===== config.mk =====
export PLATFORM = sky130hd
export DESIGN_NAME = csa_accumulator
export DESIGN_NICKNAME = d
export VERILOG_FILES = /design/src/rtl/csa_acc_pkg.sv /design/src/rtl/CarrySaveAdder.sv /design/src/rtl/csa_accumulator.sv
export SDC_FILE = /design/constraint.sdc
export NUM_CORES = 1
export LEC_CHECK = 0
export CELL_PAD_IN_SITES_DETAIL_PLACEMENT = 1
export CELL_PAD_IN_SITES_GLOBAL_PLACEMENT = 1
export CORE_ASPECT_RATIO = 1.75
export CORE_UTILIZATION = 44
export DETAILED_ROUTE_END_ITERATION = 7
export DONT_BUFFER_PORTS = 1
export PLACE_DENSITY_LB_ADDON = 0.1
export SETUP_SLACK_MARGIN = 0.5
export SLEW_MARGIN = 30
export SYNTH_ARGS = -nofsm -noshare
export SYNTH_HDL_FRONTEND = slang
export SYNTH_HIERARCHICAL = 1
export SYNTH_SLANG_ARGS = --single-unit

===== constraint.sdc =====
create_clock -name clk -period 2.1 [get_ports clk]
set_input_delay 0.63 -clock clk [delete_from_list [all_inputs] [get_ports clk]]
set_output_delay 0.63 -clock clk [all_outputs]
set_load 0.02 [all_outputs]

===== src/rtl/csa_acc_pkg.sv =====
// rtl/csa_acc_pkg.sv - shared types and parameter helpers for the CSA accumulator
package csa_acc_pkg;

  typedef enum logic [1:0] {
    S_IDLE    = 2'd0,
    S_ACCUM   = 2'd1,
    S_RESOLVE = 2'd2,
    S_DONE    = 2'd3
  } state_e;

  // Eight guard bits allow 256 full-scale operands before the total wraps
  function automatic int default_acc_width(int w);
    return w + 8;
  endfunction

endpackage


===== src/rtl/CarrySaveAdder.sv =====
// rtl/CarrySaveAdder.sv - 3:2 carry-save compressor, one full adder per bit
module CarrySaveAdder #(
  parameter int Width = 16
) (
  input  logic [Width-1:0] a_i,
  input  logic [Width-1:0] b_i,
  input  logic [Width-1:0] c_i,
  output logic [Width-1:0] sum_o,
  output logic [Width-1:0] carry_o
);

  assign sum_o   = a_i ^ b_i ^ c_i;
  assign carry_o = (a_i & b_i) | (a_i & c_i) | (b_i & c_i);

endmodule


===== src/rtl/csa_accumulator.sv =====
// rtl/csa_accumulator.sv - streaming packet accumulator, redundant sum/carry total
module csa_accumulator
  import csa_acc_pkg::*;
#(
  parameter int Width    = 8,
  parameter int AccWidth = default_acc_width(Width),
  parameter int CntWidth = 8
) (
  input  logic                clk,
  input  logic                rst_n,
  input  logic                in_valid,
  output logic                in_ready,
  input  logic [Width-1:0]    in_data,
  input  logic                in_last,
  output logic                out_valid,
  input  logic                out_ready,
  output logic [AccWidth-1:0] out_sum,
  output logic [CntWidth-1:0] out_count,
  output logic                out_cnt_sat
);

  state_e              state_q, state_d;
  logic [AccWidth-1:0] sum_q, sum_d, carry_q, carry_d;
  logic [AccWidth-1:0] out_sum_q, out_sum_d;
  logic [CntWidth-1:0] count_q, count_d, out_count_q, out_count_d;
  logic                sat_q, sat_d, out_sat_q, out_sat_d;
  logic                in_ready_q, out_valid_q;
  logic [AccWidth-1:0] carry_shl, data_ext, csa_sum, csa_carry;
  logic                beat, handshake;

  // Running total is sum_q + 2*carry_q; the shift drops the carry MSB (mod 2^AccWidth)
  assign carry_shl = carry_q << 1;
  assign data_ext  = AccWidth'(in_data);
  assign beat      = in_valid & in_ready_q;
  assign handshake = out_valid_q & out_ready;

  CarrySaveAdder #(
    .Width(AccWidth)
  ) u_csa (
    .a_i    (sum_q),
    .b_i    (carry_shl),
    .c_i    (data_ext),
    .sum_o  (csa_sum),
    .carry_o(csa_carry)
  );

  always_comb begin
    state_d     = state_q;
    sum_d       = sum_q;
    carry_d     = carry_q;
    count_d     = count_q;
    sat_d       = sat_q;
    out_sum_d   = out_sum_q;
    out_count_d = out_count_q;
    out_sat_d   = out_sat_q;
    case (state_q)
      S_IDLE, S_ACCUM: begin
        if (beat) begin
          sum_d   = csa_sum;
          carry_d = csa_carry;
          if (count_q == {CntWidth{1'b1}}) sat_d = 1'b1;
          else count_d = count_q + CntWidth'(1);
          state_d = in_last ? S_RESOLVE : S_ACCUM;
        end
      end
      S_RESOLVE: begin
        out_sum_d   = sum_q + carry_shl;
        out_count_d = count_q;
        out_sat_d   = sat_q;
        state_d     = S_DONE;
      end
      S_DONE: begin
        if (handshake) begin
          sum_d   = '0;
          carry_d = '0;
          count_d = '0;
          sat_d   = 1'b0;
          state_d = S_IDLE;
        end
      end
      default: state_d = S_IDLE;
    endcase
  end

  // Handshake flags are registered from the next state so they track state_q exactly
  always_ff @(posedge clk or negedge rst_n) begin
    if (!rst_n) begin
      state_q     <= S_IDLE;
      sum_q       <= '0;
      carry_q     <= '0;
      count_q     <= '0;
      sat_q       <= 1'b0;
      out_sum_q   <= '0;
      out_count_q <= '0;
      out_sat_q   <= 1'b0;
      in_ready_q  <= 1'b0;
      out_valid_q <= 1'b0;
    end else begin
      state_q     <= state_d;
      sum_q       <= sum_d;
      carry_q     <= carry_d;
      count_q     <= count_d;
      sat_q       <= sat_d;
      out_sum_q   <= out_sum_d;
      out_count_q <= out_count_d;
      out_sat_q   <= out_sat_d;
      in_ready_q  <= (state_d == S_IDLE) || (state_d == S_ACCUM);
      out_valid_q <= (state_d == S_DONE);
    end
  end

  assign in_ready    = in_ready_q;
  assign out_valid   = out_valid_q;
  assign out_sum     = out_sum_q;
  assign out_count   = out_count_q;
  assign out_cnt_sat = out_sat_q;

endmodule


; Yosys cells after proc, flatten, opt, wreduce, memory -nomap -nowiden
; Cells that the tools add are included.
[word_totals]
reg_bits = 69
output_inout_bits = 27
[classes]
eq_ne = 10
add_sub_neg = 2
reduce_logical = 8
n_bitwise = 9
n_mux = 17
[op_table]
columns = operator, count
row1 = 16-bit 2-to-1 mux, 2
row2 = 16-bit case mux with 2 select lines, 1
row3 = 15-bit by 8-bit bitwise AND with 15-bit output, 2
row4 = 15-bit bitwise OR, 2
row5 = 15-bit case mux with 2 select lines, 1
row6 = 8-bit 2-to-1 mux, 3
row7 = 16-bit adder, 1
row8 = 8-bit case mux with 2 select lines, 1
row9 = 16-bit XOR, 1
row10 = 16-bit by 8-bit XOR with 16-bit output, 1
row11 = 15-bit bitwise AND, 1
row12 = 15-bit 2-to-1 mux, 1
row13 = "8-bit by 1-bit adder with 8-bit output, second input constant", 1
row14 = "8-bit equality test, second input constant", 1
row15 = "2-bit inequality test, second input constant", 4
row16 = 4-bit AND reduction, 2
row17 = "2-bit equality test, second input constant", 3
row18 = 2-bit 2-to-1 mux, 3
row19 = 2-bit case mux with 3 select lines, 1
row20 = "2-bit by 1-bit equality test with 1-bit output, second input constant", 2
row21 = 2-bit logical NOT, 2
row22 = 1-bit 2-to-1 mux, 3
row23 = 3-bit AND reduction, 1
row24 = 1-bit bitwise AND, 2
row25 = other kinds (4), 4

; Longest topological paths before layout
[logic_depth]
depth_word = 5
depth_mapped = 7
depth_no_buf = 7

; By module
; Netlist, hierarchy kept.
[modules_own_cells]
columns = module, n_inst, area_each_um2, cells_per_inst, seq_area_each_um2
row1 = csa_accumulator, 1, 3443.3, 392, 1726.7
row2 = CarrySaveAdder, 1, 320.3, 16, 0.0

; Worst setup path after synthesis
; OpenSTA, ideal clock, no wires.
[synth_timing]
path_type = register to register
startpoint = register sum_q[1]
endpoint = register out_sum_q[13] (netlist: out_sum[13])
setup_time_ps = 129
path_slack_ps = -27
arrival_ps = 1998
stages_incl_launch_ff = 8
path_cell_list = dfrtp_1 ha_1 fa_1 a21oi_1 o211ai_1 a2111oi_0 or4_1 nand3_1
[synth_via]
elab_chain_len = 1
[synth_rtl]
columns = element, line_no
row1 = from (decl), csa_accumulator.sv:23  ; logic [AccWidth-1:0] sum_q, sum_d, carry_q, carry_d;
row2 = from (signal assigned), csa_accumulator.sv:100  ; sum_q <= sum_d;
row3 = 16-bit adder, csa_accumulator.sv:67  ; out_sum_d = sum_q + carry_shl;
row4 = to (signal assigned), csa_accumulator.sv:104  ; out_sum_q <= out_sum_d;
row5 = to (decl), csa_accumulator.sv:24  ; logic [AccWidth-1:0] out_sum_q, out_sum_d;
; No other way between the ends.
; A chain may end at the register's enable or synchronous reset.

; Worst setup path after layout
[layout_timing]
startpoint = register sum_q[1]
endpoint = register out_sum_q[15] (netlist: out_sum[15])
; Same word-level chain as after synthesis.

==> impl_metrics.xml <==
<?xml version="1.0" encoding="UTF-8"?>
<metrics>
  <group name="global_routing">
    <metric name="grt_pass1_wl" unit="um">17100</metric>
    <metric name="grt_pass1_vias" unit="">3522</metric>
    <metric name="number_of_antenna_violations_at_the_first_check_in_global_routing" unit="">0</metric>
    <metric name="globalRouteOverflowTotal" unit="">0</metric>
    <metric name="all_layer_global_routing_usage" unit="%">25.1</metric>
    <metric name="grt_max_degree" unit="">70</metric>
  </group>
  <group name="final_layout">
    <metric name="fin_nets" unit="">495</metric>
    <metric name="finished_core_util" unit="%">55.9</metric>
    <metric name="instances_no_fill" unit="">567</metric>
    <metric name="n_fill_cell" unit="">925</metric>
    <metric name="final_cell_area" unit="mm^2">0.00465</metric>
    <metric name="n_antenna_cell" unit="">0</metric>
    <metric name="multi_input_comb_area" unit="mm^2">0.00216</metric>
    <metric name="area_growth_syn_to_layout" unit="%">23.5</metric>
    <metric name="sequential_cell_area" unit="mm^2">0.00173</metric>
    <metric name="drive_gt1_share" unit="%">19.5</metric>
  </group>
  <group name="clock_tree">
    <metric name="clk_latency" unit="ps">330</metric>
    <metric name="cts_sinks" unit="">69</metric>
    <metric name="cts_root_buffer" unit="">clkbuf_16</metric>
    <metric name="cts_tree" unit="">yes</metric>
    <metric name="clk_pin_slew" unit="ps">60</metric>
    <metric name="tritoncts.num_buffers" unit="">9</metric>
    <metric name="cts-htree-levels" unit="">3</metric>
    <metric name="clockBufferDepth" unit="">2</metric>
  </group>
  <group name="synthesis">
    <metric name="syn_area" unit="mm^2">0.00376</metric>
    <metric name="synth_most_common_cell" unit="">nand2_1</metric>
    <metric name="ys_async_sr_fraction" unit="%">100</metric>
    <metric name="synth_cell_types" unit="">51</metric>
    <metric name="synth_ff_type" unit="">dfrtp_1</metric>
    <metric name="synth_edf_count" unit="">0</metric>
    <metric name="synth_top_area_cell" unit="">dfrtp_1</metric>
    <metric name="part_of_the_yosys_area_used_for_sequential_elements" unit="%">45.9</metric>
    <metric name="ys_ff_latch" unit="">69</metric>
    <metric name="synth_area_per_cell" unit="um^2">9.22</metric>
    <metric name="post-synth-top-area-fraction" unit="%">45.9</metric>
    <metric name="synth.top_cells.by_count" unit="">nand2_1, dfrtp_1, nand3_1, o21ai_0</metric>
    <metric name="synth.top_cells.by_area" unit="">dfrtp_1, nand2_1, fa_1</metric>
    <metric name="synth-warning-count" unit="">6</metric>
    <metric name="postSynthCellCount" unit="">408</metric>
  </group>
  <group name="setup_path">
    <metric name="path_class" unit="">reg2reg</metric>
    <metric name="rr_worst_depth" unit="">7</metric>
    <metric name="critical_path.endpoint_type" unit="">flop</metric>
    <metric name="cp_data_arrival_time" unit="ps">2340</metric>
    <metric name="critPathRequiredTime" unit="ps">2310</metric>
    <metric name="worst_path_largest_cell_delay" unit="ps">390</metric>
    <metric name="critPathMaxFanout" unit="">3</metric>
    <metric name="startpoint_type" unit="">flop</metric>
    <metric name="cp_slowest_cell" unit="">dfrtp_1</metric>
    <metric name="series_of_cell_instances_along_the_critical_path" unit="">ha_2 -&gt; fa_2 -&gt; a21oi_4 -&gt; o211ai_1 -&gt; a21oi_2 -&gt; nor3_2 -&gt; or3_1</metric>
  </group>
  <group name="timing">
    <metric name="timing_hold_violations_final" unit="">7</metric>
    <metric name="setup_total_negative_slack" unit="ps">-50.2</metric>
    <metric name="max_freq" unit="MHz">470</metric>
    <metric name="clock-skew-final" unit="ps">6.90</metric>
    <metric name="postLayoutSetupSlackWorst" unit="ps">-28.2</metric>
    <metric name="timing.final.crit_period" unit="ps">2130</metric>
    <metric name="ratio_of_final_minimum_period_to_clock_period" unit="%">101</metric>
    <metric name="timing.hold.ws" unit="ps">-13.5</metric>
    <metric name="final-setup-viol-count" unit="">2</metric>
    <metric name="final-max-slew-violation-count" unit="">0</metric>
    <metric name="rsz0062_at_grt" unit="">yes</metric>
  </group>
  <group name="power_and_ir_drop">
    <metric name="p_total" unit="mW">6.60</metric>
    <metric name="max-vdd-ir-drop" unit="mV">0.793</metric>
    <metric name="leakagePower" unit="nW">2.24</metric>
    <metric name="power_per_cell_area" unit="mW/mm^2">1420</metric>
  </group>
  <group name="worst_hold_path">
    <metric name="hold_path.class" unit="">in2async</metric>
  </group>
  <group name="floorplan">
    <metric name="ios" unit="">40</metric>
    <metric name="die_y" unit="um">124</metric>
    <metric name="total_die_area" unit="mm^2">0.00894</metric>
    <metric name="chip_width" unit="um">71.9</metric>
    <metric name="std_cell_rows" unit="">44</metric>
    <metric name="core_area" unit="mm^2">0.00831</metric>
    <metric name="initial_core_util" unit="%">45.3</metric>
  </group>
  <group name="run">
    <metric name="drv.max_cap_violation_count" unit="">0</metric>
  </group>
  <group name="placement">
    <metric name="io_buffers" unit="">0</metric>
    <metric name="dp_hpwl" unit="um">6910</metric>
    <metric name="finalWeightedCongestion" unit="">0.842</metric>
    <metric name="place_inst" unit="">541</metric>
    <metric name="preCtsSetupSlack" unit="ps">-46.4</metric>
    <metric name="dpl-instance-area" unit="mm^2">0.00416</metric>
  </group>
  <group name="routing">
    <metric name="vias_per_cell" unit="">5.44</metric>
    <metric name="detail_route.wl_per_cell" unit="um">17.5</metric>
    <metric name="drc" unit="">0</metric>
    <metric name="detail_route.wirelength" unit="um">9930</metric>
    <metric name="detailroute.via_count" unit="">3083</metric>
    <metric name="ant_nets" unit="">0</metric>
    <metric name="drt_pre_antenna_iters" unit="">4</metric>
    <metric name="detailedRoute.firstIterationViolations" unit="">89</metric>
  </group>
  <group name="status">
    <metric name="failing_checks" unit="">negative hold slack, negative setup slack</metric>
    <metric name="result_of_the_run" unit="">finished, violations left</metric>
  </group>
</metrics>
cell usage in the layout, fill, tap and decap left out, drive strengths merged, types with 2 or more instances in the layout:
cell type / netlist / layout
conb: 1 / 9
a2111oi: 2 / 2
o211ai: 4 / 4
o2111a: 2 / 2
a31oi: 4 / 4
o21ai: 25 / 25
a21boi: 2 / 2
inv: 6 / 6
and3: 5 / 5
fa: 17 / 17
xor2: 5 / 5
nand2b: 3 / 3
nand4: 2 / 2
clkbuf: 11 / 11
o311ai: 2 / 2
dfrtp: 69 / 69
nand2: 127 / 127
or2: 4 / 4
a21o: 2 / 2
nand3: 34 / 34
nor2: 16 / 16
or4: 2 / 2
a211oi: 3 / 3
ha: 15 / 15
buf: 5 / 39
a21oi: 18 / 18
nor2b: 2 / 2
nor3: 3 / 3
layer usage:
| layer | track usage [%] | vias to the layer above | part of all wire, % |
|---|---|---|---|
| li1 | - | 1475 | - |
| met4 | 12.0 | 0 | 2.7 |
| met5 | 0 | - | 0 |
| met1 | 27.2 | 1536 | 38 |
| met2 | 46.4 | 52 | 57 |
| met3 | 2.99 | 20 | 2.4 |
cell families after synthesis:
kind of cell             synth area share (%)
flip-flops                               45.9
AND/OR/NAND/NOR                          23.8
buffers and inverters                    2.23
adder cells (fa/ha/maj)                  14.0
XOR/XNOR                                 1.40
AO/OA/AOI/OAI                            12.6
other                                  0.0996
power by group:
group / internal (mW) / leakage [nW] / switching, mW
sequential: 1.77 / 0.909 / 0.627
clock: 0.961 / 0.143 / 0.540
combinational: 1.15 / 1.19 / 1.56
total: 3.88 / 2.24 / 2.73
path summary, 6_finish.rpt:
kind | endpoint | start | slack, ps
setup / recovery | out_sum[15] | sum_q[1] | -30
hold / removal | out_sum[11] | rst_n | -10
setup reg to reg | out_sum[15] | sum_q[1] | -30
hold reg to reg | out_cnt_sat | sat_q | 470
max in group asynchronous | carry_q[14] | rst_n | 1940
min in group clk | in_ready | in_last | 400
registers in the layout, indices dropped and copies added, names as in the netlist:
name and count:
carry_q 15, out_sum 16, sum_q 16, state_q 2, sat_q 1, count_q 8
out_cnt_sat 1, out_valid 1, out_count 8, in_ready 1
area by class of cell:
type                       instances  share of cell area, %
multi-input combinational        325                   46.4
clock buffer                      11                   5.44
clock inverter                     2                  0.753
sequential                        69                   37.2
inverter                           6                  0.484
tap                              115                   3.09
timing repair buffer              39                   6.62
critical path, delay by kind of cell (launching register included):
kind,cells,cell delay (ps)
DFF,1,390
AOI/OAI and AO/OA,3,640
adders and majority gates,2,580
and+or+nand+nor,2,410
what timing repair did:
item                                   CTS  global route
endpoints found under the hold margin   69            69
buffers inserted                        10             3
resized for setup                       17            10
setup endpoints to repair               20            25
pin swaps                               11            10
Power figures use the tool's default switching activity.
